## config.mk

```make
export PLATFORM = sky130hd
export DESIGN_NAME = ms_uart_rx
export DESIGN_NICKNAME = d
export VERILOG_FILES = /design/src/rtl/ms_uart_pkg.sv /design/src/rtl/ms_uart_baud_tick.sv /design/src/rtl/ms_uart_rx.sv
export SDC_FILE = /design/constraint.sdc
export NUM_CORES = 1
export LEC_CHECK = 0
export CAP_MARGIN = 20
export CORE_MARGIN = 4
export CORE_UTILIZATION = 60
export DETAILED_ROUTE_END_ITERATION = 7
export PLACE_DENSITY = 0.95
export SLEW_MARGIN = 20
export SYNTH_ARGS = -nofsm -noshare
export SYNTH_HDL_FRONTEND = slang
export SYNTH_HIERARCHICAL = 1
export SYNTH_SLANG_ARGS = --single-unit
```

## constraint.sdc

```tcl
create_clock -name clk -period 4.3 [get_ports clk]
set_input_delay 0.86 -clock clk [delete_from_list [all_inputs] [get_ports clk]]
set_output_delay 0.86 -clock clk [all_outputs]
set_load 0.05 [all_outputs]
```

## src/rtl/ms_uart_pkg.sv

```systemverilog
// Shared UART definitions: FSM state encoding and default frame geometry,
// used by both the receiver and the transmitter.
package ms_uart_pkg;
    localparam int OVERSAMPLE_DEF = 16;
    localparam int DATA_BITS_DEF  = 8;

    typedef enum logic [1:0] {
        IDLE  = 2'd0,
        START = 2'd1,
        DATA  = 2'd2,
        STOP  = 2'd3
    } uart_state_e;
endpackage

```

## src/rtl/ms_uart_baud_tick.sv

```systemverilog
// Oversampling tick generator: one tick every prescale+1 clk cycles while enabled.
// The divider value is captured on wrap/clear, so a new prescale applies at the next wrap.
module ms_uart_baud_tick (
    input  logic        clk,
    input  logic        rst_n,
    input  logic        en,
    input  logic [15:0] prescale,
    input  logic        clr,
    output logic        tick
);
    logic [15:0] cnt;
    logic [15:0] prescale_q;

    always_ff @(posedge clk or negedge rst_n) begin
        if (!rst_n) begin
            cnt        <= '0;
            prescale_q <= '0;
        end else if (!en || clr) begin
            cnt        <= '0;
            prescale_q <= prescale;
        end else if (cnt == prescale_q) begin
            cnt        <= '0;
            prescale_q <= prescale;
        end else begin
            cnt <= cnt + 16'd1;
        end
    end

    assign tick = en && !clr && (cnt == prescale_q);
endmodule

```

## src/rtl/ms_uart_rx.sv

```systemverilog
// UART receiver, 8N1-style framing with OVERSAMPLE ticks per bit, centre sampling,
// break suppression via the armed flag, and one-cycle result strobes.
module ms_uart_rx
    import ms_uart_pkg::*;
#(
    parameter int OVERSAMPLE = OVERSAMPLE_DEF,
    parameter int DATA_BITS  = DATA_BITS_DEF
) (
    input  logic                 clk,
    input  logic                 rst_n,
    input  logic [15:0]          prescale,
    input  logic                 en,
    input  logic                 rx_en,
    input  logic                 RX,
    input  logic                 fifo_full,
    output logic [DATA_BITS-1:0] rdata,
    output logic                 valid,
    output logic                 frame_err,
    output logic                 overrun_err,
    output logic                 busy,
    output uart_state_e          dbg_state
);
    localparam int S_W = $clog2(OVERSAMPLE);
    localparam int B_W = $clog2(DATA_BITS + 1);
    localparam logic [S_W-1:0] S_LAST    = S_W'(OVERSAMPLE - 1);
    localparam logic [S_W-1:0] HALF_LAST = S_W'(OVERSAMPLE / 2 - 1);
    localparam logic [B_W-1:0] B_LAST    = B_W'(DATA_BITS - 1);

    logic rx_m, rx_s;
    logic active, tick, clr;
    uart_state_e state, state_n;
    logic [S_W-1:0] s_cnt, s_cnt_n;
    logic [B_W-1:0] b_cnt, b_cnt_n;
    logic [DATA_BITS-1:0] shreg, shreg_n, rdata_n;
    logic armed, armed_n, valid_n, frame_err_n, overrun_err_n;

    assign active = en & rx_en;

    always_ff @(posedge clk or negedge rst_n) begin
        if (!rst_n) begin
            rx_m <= 1'b1;
            rx_s <= 1'b1;
        end else begin
            rx_m <= RX;
            rx_s <= rx_m;
        end
    end

    ms_uart_baud_tick u_tick (
        .clk      (clk),
        .rst_n    (rst_n),
        .en       (active),
        .prescale (prescale),
        .clr      (clr),
        .tick     (tick)
    );

    // valid is a one-cycle push into the downstream FIFO; fifo_full acts as the
    // inverted ready and is sampled only in the stop-bit sample cycle.
    always_comb begin
        state_n       = state;
        s_cnt_n       = s_cnt;
        b_cnt_n       = b_cnt;
        shreg_n       = shreg;
        rdata_n       = rdata;
        armed_n       = armed;
        valid_n       = 1'b0;
        frame_err_n   = 1'b0;
        overrun_err_n = 1'b0;
        clr           = 1'b0;
        if (!active) begin
            state_n = IDLE;
            s_cnt_n = '0;
            b_cnt_n = '0;
            clr     = 1'b1;
        end else begin
            case (state)
                IDLE: begin
                    clr     = 1'b1;
                    s_cnt_n = '0;
                    b_cnt_n = '0;
                    if (rx_s) armed_n = 1'b1;
                    if (armed && !rx_s) state_n = START;
                end
                START: if (tick) begin
                    if (s_cnt == HALF_LAST) begin
                        s_cnt_n = '0;
                        state_n = rx_s ? IDLE : DATA;
                    end else begin
                        s_cnt_n = s_cnt + S_W'(1);
                    end
                end
                DATA: if (tick) begin
                    if (s_cnt == S_LAST) begin
                        s_cnt_n = '0;
                        shreg_n = {rx_s, shreg[DATA_BITS-1:1]};
                        b_cnt_n = b_cnt + B_W'(1);
                        if (b_cnt == B_LAST) begin
                            b_cnt_n = '0;
                            state_n = STOP;
                        end
                    end else begin
                        s_cnt_n = s_cnt + S_W'(1);
                    end
                end
                STOP: if (tick) begin
                    if (s_cnt == S_LAST) begin
                        s_cnt_n = '0;
                        state_n = IDLE;
                        if (!rx_s) begin
                            frame_err_n = 1'b1;
                            armed_n     = 1'b0;
                        end else if (fifo_full) begin
                            overrun_err_n = 1'b1;
                        end else begin
                            valid_n = 1'b1;
                            rdata_n = shreg;
                        end
                    end else begin
                        s_cnt_n = s_cnt + S_W'(1);
                    end
                end
                default: state_n = IDLE;
            endcase
        end
    end

    always_ff @(posedge clk or negedge rst_n) begin
        if (!rst_n) begin
            state       <= IDLE;
            s_cnt       <= '0;
            b_cnt       <= '0;
            shreg       <= '0;
            rdata       <= '0;
            armed       <= 1'b0;
            valid       <= 1'b0;
            frame_err   <= 1'b0;
            overrun_err <= 1'b0;
        end else begin
            state       <= state_n;
            s_cnt       <= s_cnt_n;
            b_cnt       <= b_cnt_n;
            shreg       <= shreg_n;
            rdata       <= rdata_n;
            armed       <= armed_n;
            valid       <= valid_n;
            frame_err   <= frame_err_n;
            overrun_err <= overrun_err_n;
        end
    end

    assign busy      = (state != IDLE);
    assign dbg_state = state;
endmodule

```

### Word level (Yosys, flattened, before mapping)

Cells that the tools add are included.

| word-level totals | value |
|---|---|
| register bits after elaboration | 64 |
| input port bits | 22 |
| output and inout port bits | 14 |
| word-level logic and storage cells | 107 |

| operators by class | value |
|---|---|
| eq/ne operators | 21 |
| multiplexer cells | 50 |
| add/sub/neg operators | 3 |
| reduce and logical (&&, ||, !) cells | 18 |
| bitwise operators | 2 |

Operators with widths:

| cell | number |
|---|---|
| 16-bit two-way mux | 4 |
| 4-bit two-way mux | 9 |
| 3-bit inequality test, second input constant | 10 |
| 1-bit two-way mux | 23 |
| 2-bit two-way mux | 10 |
| 16-bit by 1-bit adder with 16-bit output, second input constant | 1 |
| 16-bit equality test | 1 |
| 4-bit case mux with 3 select lines | 1 |
| 6-bit AND reduction | 2 |
| 4-bit by 1-bit adder with 4-bit output, second input constant | 2 |
| 4-bit by 3-bit equality test with 1-bit output, second input constant | 2 |
| 2-bit inequality test, second input constant | 4 |
| 2-bit case mux with 4 select lines | 1 |
| 4-bit case mux with 2 select lines | 1 |
| 8-bit AND reduction | 1 |
| 2-bit nonzero test | 3 |
| 2-bit equality test, second input constant | 2 |
| 4-bit equality test, second input constant | 1 |
| 4-bit AND reduction | 1 |
| 1-bit logical AND | 3 |
| 1-bit zero test | 3 |
| 3-bit AND reduction | 1 |
| 2-bit by 1-bit equality test with 1-bit output, second input constant | 1 |
| 2-bit zero test | 1 |
| 6 further kinds | 6 |

### Depth between registers and ports, before layout

Gate-level depths: netlist of run 1.

| depth | value |
|---|---|
| word-level depth | 9 |
| depth in mapped cells | 9 |
| gate-level depth less buffers | 8 |

### Modules after synthesis

The synthesis of run 1 kept the hierarchy.

By module, submodules not included:

| module | times used | cells each | area an instance (um^2) | sequential area each (um^2) |
|---|---|---|---|---|
| ms_uart_baud_tick | 1 | 129 | 1595.3 | 800.8 |
| ms_uart_rx | 1 | 116 | 1417.6 | 803.3 |

### Least setup slack after synthesis of run 1

No wires, ideal clock.

| path | value |
|---|---|
| path type | register to register |
| from | reg state[0], in the netlist dbg_state[0] |
| to | reg rdata[0] |
| setup slack | 1.593 ns |
| library setup time | 0.125 ns |
| clock period less this slack | 2.707 ns |
| data arrival time | 2.583 ns |
| data required time | 4.175 ns |
| cell stages (with the launch flop) | 8 |
| path buffers | 2 |
| cells stage by stage | dfrtp_1 -> clkbuf_1 -> o211ai_1 -> nor3b_1 -> buf_4 -> nand4_4 -> nor4_4 -> mux2_2 |

| on the way | value |
|---|---|
| word-level cells in the longest chain between the ends | 7 |
| elaborated cells on any way between the ends | 8 |
| classes of those cells | 1 x eq/ne; 2 x mux; 5 x reduce/logical |

Ends and longest elaborated chain:

| item | line | RTL |
|---|---|---|
| start, declared | ms_uart_rx.sv:31 | `uart_state_e state, state_n;` |
| start signal, assigned | ms_uart_rx.sv:140 | `state <= state_n;` |
| 2-bit zero test | ms_uart_rx.sv:77 | `case (state)` |
| 1-bit two-way mux | ms_uart_rx.sv:77 |  |
| 1-bit two-way mux | ms_uart_rx.sv:71 | `if (!active) begin` |
| via clr | ms_uart_rx.sv:30 | `logic active, tick, clr;` |
| 1-bit zero test | ms_uart_baud_tick.sv:29 | `assign tick = en && !clr && (cnt == prescale_q);` |
| 1-bit logical AND (2 in a row) | ms_uart_baud_tick.sv:29 |  |
| via tick | ms_uart_rx.sv:30 |  |
| 6-bit AND reduction (no source line) | n/a |  |
| end signal, assigned | ms_uart_rx.sv:144 | `rdata <= rdata_n;` |
| end, declared | ms_uart_rx.sv:16 | `output logic [DATA_BITS-1:0] rdata,` |

The timed path passes the listed nets, and every way through them passes these cells.
A chain may end at the register's enable or synchronous reset.

### Final worst setup path of run 1

| path | value |
|---|---|
| from | in en |
| to | reg rdata[1] |

| on the way | value |
|---|---|
| word-level cells in the longest chain between the ends | 6 |

Ends and longest elaborated chain:

| item | line | RTL |
|---|---|---|
| start, declared | ms_uart_rx.sv:12 | `input logic en,` |
| 1-bit AND * | ms_uart_rx.sv:37 | `assign active = en & rx_en;` |
| via active | ms_uart_rx.sv:30 |  |
| 1-bit two-way mux | ms_uart_rx.sv:71 |  |
| 1-bit zero test | ms_uart_baud_tick.sv:29 |  |
| 1-bit logical AND * (2 in a row) | ms_uart_baud_tick.sv:29 |  |
| via tick | ms_uart_rx.sv:30 |  |
| 6-bit AND reduction (no source line) * | n/a |  |

Mark *: on every way through the listed nets, which the timed path passes. The rest lies on a longest branch.

==> metrics, run 1 <==
critical path data required time ~4.5 ns; setup bufs post-CTS 0; DRT met1 WL between 2000 and 2500 microns; Die ar. roughly 6200 sq um; min Tclk post-route ~3.5 ns; chip width 78.9 microns; fraction of layout cells with a size suffix above 1 0.209; highest routed layer met4; worst min path class register to register; FP Rows 25; Sink Count between 60 and 70; slew margin rel. 0.384; clk_skew ~0.011 ns; largest net degree at the start of global routing 44; fmax 286 MHz; vias per cell between 5 and 6; WL met3 ~330 microns; TNS Setup 0 ns; top_reg_cell synth dfrtp_1; Yosys reg bits between 60 and 70; cell family with most CP delay simple AND/OR/NAND/NOR gates; share of the synthesized area in the top cell type 0.515; gr ovfl total 0; routed via count a little over 2000; RSZ-0062 raised after global routing false; Total Power about 1.3 mW; post-route ant nets 0; area of the multi-input gates between 1000 and 1500 sq um; Yosys warnings 6; largest area contributor in the netlist dfrtp_1; I/O Buffers 35; Avg Cell Area, Syn 12.3 sq um; outcome finished clean; overall routing resource usage 0.208; area grow syn2layout 20.8%; CP endpoint kind register; DRC viols 0; vias in the first global route about 2100; DR WL met2 roughly 2900 microns; I/O pin cnt 36; ANT cells 0; sequential cell area between 1500 and 2000 sq um; H-tree depth 3; final core occ 0.761; Post-Syn Nets 270; DIE HEIGHT 78.9 microns; Post-synth ARST share 1.00; post-CTS sizing 0; number of synthesized flops with an enable pin 0; Pleak around 1.7 nW; Worst-path clk slew around 0.070 ns; Placer Congestion around 0.92; hpwl dp just under 4000 microns; slowest CP cell nor4_4; worst path bufs/invs 3; DRT Pass-1 Iters 4; Data arrival, critical path approximately 3.7 ns; Mapped Area roughly 3000 sq um; ratio of final minimum period to clock period 0.812; Initial Utilization 0.630; Routed WL approximately 5700 microns; Slowest Stage Delay on Critical Path about 0.57 ns; critical path cell sequence clkdlybuf4s50_1 > nand2_1 > inv_1 > nor3b_1 > buf_4 > nand4_4 > nor4_4 > mux2_2; Synth Instances approximately 250; Distinct cells, synth 45; Pwr Density ~360 nW/um^2; Num CTS Buffers 9; Post-CTS Hold Buffers 0; worst skew pair latency 0.34 ns; Wirelength per Cell ~16 microns; TritonCTS clock tree done; Worst setup SP type input pin; # setup viols final 0; Max Cap Viol 0; fill count about 310; CP Max Fanout 8; area of the core 4790 sq um; critical path class input pin to register; global-route wire length before repair roughly 9900 microns; initial antenna violation count 0; Synth top cells by count 62 x dfrtp_1, 29 x nor2_1, 26 x xor2_1; Max clock buf depth 2; final hold viol count 0; worst-margin pin slew slightly above 0.9 ns; Fin Hold WS approximately 0.37 ns; top-count cell post-synth dfrtp_1; reg2reg path depth 8; nets@finish about 310; hold depth 0; root buf cell clkbuf_8; Initial DRC Count 129; cell count along the critical path 8; Worst VDD drop between 0.3 and 0.4 mV; register area share after synthesis 0.532; Slew Viols, Final 0; top cells by area, synth dfrtp_1 51%, xor2_1 7.6%, mux2_2 7.1%, mux2_4 6.5%, nor2_1 3.6%
==> cell type report <==
type	instances	area share
repair buffers	37	0.0990
flip-flops and latches	64	0.441
inverters	6	0.00619
clock inverters	7	0.0330
multi-input cells	169	0.364
clock buffers	9	0.0340
well taps	67	0.0230
==> metal layers <==
layer  track usage  vias to the layer above
met5             0                        -
met4        0.0825                        0
met3        0.0714                       16
met2         0.352                       73
met1         0.244                      987
li1              -                      938
==> through the flow <==
stage	worst slack [ns]	cells	instance area, sq um
2_1_floorplan	1.59	245	3010
3_3_place_gp	0.632	343	3400
3_5_place_dp	0.477	343	3400
4_1_cts	0.835	359	3640
5_1_grt	0.610	359	3640
6_report	0.809	359	3640
==> final timing paths <==
kind                                               endpoint                    start  slack [ns]
setup / recovery                       rdata[1]$_DFFE_PN0P_                       en        0.81
hold / removal                               rx_s$_DFF_PN1_           rx_m$_DFF_PN1_        0.37
setup reg to reg                       rdata[1]$_DFFE_PN0P_  u_tick/cnt[7]$_DFF_PN0_        1.02
hold reg to reg                              rx_s$_DFF_PN1_           rx_m$_DFF_PN1_        0.37
max in group asynchronous  u_tick/prescale_q[8]$_DFFE_PN0P_                    rst_n        2.80
min in group asynchronous                   valid$_DFF_PN0_                    rst_n        0.65
==> sequential cells by signal (all words and copies together), names as in the netlist <==
register	count
armed	1
b_cnt	4
dbg_state	2
frame_err	1
overrun_err	1
rdata	8
rx_m	1
rx_s	1
s_cnt	4
shreg	8
u_tick/cnt	16
u_tick/prescale_q	16
valid	1
==> power by group <==
group          switching, mW  internal, mW  total [mW]
combinational         0.0302        0.0347      0.0649
clock                  0.238         0.386       0.623
sequential            0.0100         0.612       0.622
==> cells in the final DEF, fill, tap and decap left out, drive strengths merged, types with 2 or more instances in the layout <==
master,instances
a21oi,2
a22o,2
and3,2
and4,2
buf,3
bufinv,3
clkbuf,9
clkdlybuf4s50,34
clkinv,3
dfrtp,62
dfstp,2
ha,3
inv,6
mux2,32
nand2,14
nand2b,2
nand3,8
nand4,6
nor2,29
nor2b,3
nor3,8
nor3b,2
nor4,6
o21ai,3
xnor2,7
xor2,26
==> logic make-up (layout without fill, tap and decap cells) <==
logic type / after synthesis / in the layout / share of synthesized area
and+or+nand+nor: 85 / 85 / 0.158
DFF: 64 / 64 / 0.532
muxes: 33 / 33 / 0.139
adders and majority gates: 3 / 3 / 0.0125
buffers and inverters: 12 / 59 / 0.0274
xor gates and xnor gates: 33 / 33 / 0.0959
AOI/OAI and AO/OA: 15 / 15 / 0.0345
No activity file was read; power rests on OpenSTA's default activity.
==> inputs of run 2 (changes only) <==
--- a/config.mk
+++ b/config.mk
@@ -7,9 +7,9 @@
 export LEC_CHECK = 0
 export CAP_MARGIN = 20
 export CORE_MARGIN = 4
-export CORE_UTILIZATION = 60
+export CORE_UTILIZATION = 55
 export DETAILED_ROUTE_END_ITERATION = 7
-export PLACE_DENSITY = 0.95
+export PLACE_DENSITY = 0.89
 export SLEW_MARGIN = 20
 export SYNTH_ARGS = -nofsm -noshare
 export SYNTH_HDL_FRONTEND = slang
==> constraint.sdc (replaced) <==
create_clock -name clk -period 3.3 [get_ports clk]
set_input_delay 0.66 -clock clk [delete_from_list [all_inputs] [get_ports clk]]
set_output_delay 0.66 -clock clk [all_outputs]
set_load 0.05 [all_outputs]
==> metrics, run 2 (synthesized netlist as in run 1, its figures left out) <==
Int Pwr 1.33 mW (+29%); Reg power frac 0.488 (+0.013); fill count 380 (+21%); Final Non-Filler Cells 364 (+1.4%); ratio of final minimum period to clock period 0.877; post-CTS sizing 0 (unchanged); DIE HEIGHT 82.0 microns (+4.0%); outcome finished clean; setup bufs post-CTS 0 (unchanged); routed via count 2040 (+1.3%); Post-CTS Hold Buffers 0 (unchanged); CP Max Fanout 8 (unchanged); Routed WL 5690 microns (+0.19%); Sw Share 0.197 (-0.0146); Net Sw Power 0.328 mW (+18%); Slew Viols, Final 0 (unchanged); CP endpoint kind register; DRC viols 0 (unchanged); combinational power share 0.052 (+0.002); RSZ-0062 raised after global routing false; reg2reg path depth 8 (unchanged); TritonCTS clock tree done; Die ar. 6730 sq um (+8.2%); area of the core 5200 sq um (+8.8%); Max clock buf depth 2 (unchanged); I/O Buffers 35 (unchanged); Worst setup SP type register; slowest CP cell nor4_4; reg2reg start u_tick/cnt[4]$_DFF_PN0_; most frequent cells in the layout 62 x dfrtp_1, 34 x clkdlybuf4s50_1, 29 x nor2_1, 26 x xor2_1, 19 x mux2_2; clock power share 0.460 (-0.016); Pleak 1.67 nW (+0.43%); Sink Count 64 (unchanged); critical path cell sequence xor2_1 > nor4_1 > nand4_1 > nor3b_1 > buf_4 > nand4_4 > nor4_4 > mux2_2; FP Rows 26 (+4.0%); post-route ant nets 0 (unchanged); Worst-path clk slew 0.06 ns (about the same); final hold viol count 0 (unchanged); ANT cells 0 (unchanged); vias in the first global route 2130 (+0.19%); Worst VDD drop 0.347 mV (-8.0%); Placer Congestion 0.886 (-3.5%); Initial DRC Count 115 (-11%); hpwl dp 4000 microns (+1.7%); fmax about 350 MHz; I/O pin cnt 36 (unchanged); min Tclk post-route between 2 and 3 ns; root buf cell clkbuf_8; PnR worst setup slack 0.405 ns (-0.403 ns); nets@finish 314 (+0.64%); area grow syn2layout 21.1%; critical path class register to register; Slowest Stage Delay on Critical Path 0.56 ns (about the same); worst skew pair latency 0.34 ns (about the same); DRT Pass-1 Iters 4 (unchanged); most common cell after layout, fill and taps aside dfrtp_1; Initial Utilization 0.579 (-0.0507); end of the worst register-to-register path rdata[0]$_DFFE_PN0P_; vias per cell 5.60 (-0.10%); global-route wire length before repair 9740 microns (-1.3%); clk_skew 0.00645 ns (-0.00445 ns); Hold Path Origin rx_m$_DFF_PN1_; hold path endpoint rx_s$_DFF_PN1_; fraction of layout cells with a size suffix above 1 0.207 (-0.00142); H-tree depth 3 (unchanged); Data arrival, critical path 3.12 ns (-0.59 ns); critical path data required time 3.52 ns (-1.00 ns); biggest regs u_tick/cnt: 16 flops, u_tick/prescale_q: 16 flops; minimum setup slack among reg-to-reg paths 0.41 ns (-0.61 ns); Pwr Density 455 nW/um^2 (+27%); slew margin rel. 0.485 (+0.101); overall routing resource usage 0.194 (-0.0144); hold depth 0 (unchanged); initial antenna violation count 0 (unchanged); chip width 82.0 microns (+4.0%); Max Cap Viol 0 (unchanged); gr ovfl total 0 (unchanged); placed cells 348 (+1.5%); worst min path class register to register; # setup viols final 0 (unchanged); worst-margin pin slew 0.773 ns (-0.151 ns); Setup WS pre-CTS 0.142 ns (-0.335 ns); Num CTS Buffers 9 (unchanged); largest net degree at the start of global routing 65 (+48%); Wirelength per Cell 15.6 microns (-1.2%); TNS Setup 0 ns (unchanged)
[run 2: cell count changes in the layout (fill, tap and decap cells not counted)]
cell	previous run	this run
clkinv_2	1	0
buf_4	2	4
bufinv_16	3	2
clkinvlp_4	1	0
clkbuf_8	9	12
clkinv_4	2	0
clkbuf_1	0	2
[run 2: layer usage]
| layer | track usage | wire length (microns) | vias to the layer above |
|---|---|---|---|
| met2 | 0.338 | 2950 | 68 |
| li1 | - | - | 945 |
| met5 | 0 | 0 | - |
| met4 | 0.0698 | 104 | 0 |
| met1 | 0.219 | 2280 | 1015 |
| met3 | 0.0680 | 352 | 12 |
[run 2: final cells by class]
cell class / instances / area [sq um] / share of cell area
inverters: 6 / 22.5 / 0.00617
clock buffers: 14 / 173 / 0.0473
clock inverters: 2 / 60.1 / 0.0165
multi-input cells: 169 / 1330 / 0.364
repair buffers: 39 / 375 / 0.103
flip-flops and latches: 64 / 1600 / 0.440
well taps: 70 / 87.6 / 0.0240
[run 2: worst max path at each step]
stage,from,endpoint,cells after the start
final,u_tick/cnt[4]$_DFF_PN0_,rdata[0]$_DFFE_PN0P_,8
after global routing,u_tick/cnt[1]$_DFF_PN0_,rdata[2]$_DFFE_PN0P_,8
after CTS,u_tick/cnt[4]$_DFF_PN0_,rdata[0]$_DFFE_PN0P_,8
after detailed placement,rx_en,rdata[2]$_DFFE_PN0P_,7
after global placement,rx_en,rdata[3]$_DFFE_PN0P_,7
after floorplan,dbg_state[0]$_DFFE_PN0P_,rdata[0]$_DFFE_PN0P_,7
[run 2: critical path, delay by kind of cell, from the launching register on]
kind,cells,cell delay [ns]
xor+xnor,1,0.19
flops,1,0.45
buf+inv,1,0.20
mux,1,0.40
simple gates,5,1.55
[run 2: power groups by stage]
stage	combinational, mW	sequential, mW	clock, mW
floorplan	0.0367	0.822	0
global placement	0.0849	0.825	0
detailed placement	0.0871	0.825	0
CTS	0.0879	0.811	0.779
global route	0.0948	0.812	0.819
finish	0.0860	0.811	0.764
[run 2: metrics by stage]
stage          area, sq um  hold WS (ns)  utilization  total power [mW]
2_1_floorplan         3010         0.345            -             0.859
3_3_place_gp          3420         0.350        0.656             0.909
3_5_place_dp          3420         0.350        0.656             0.912
4_1_cts               3650         0.363        0.701              1.68
5_1_grt               3650         0.364        0.701              1.73
6_report              3650         0.361        0.701              1.66
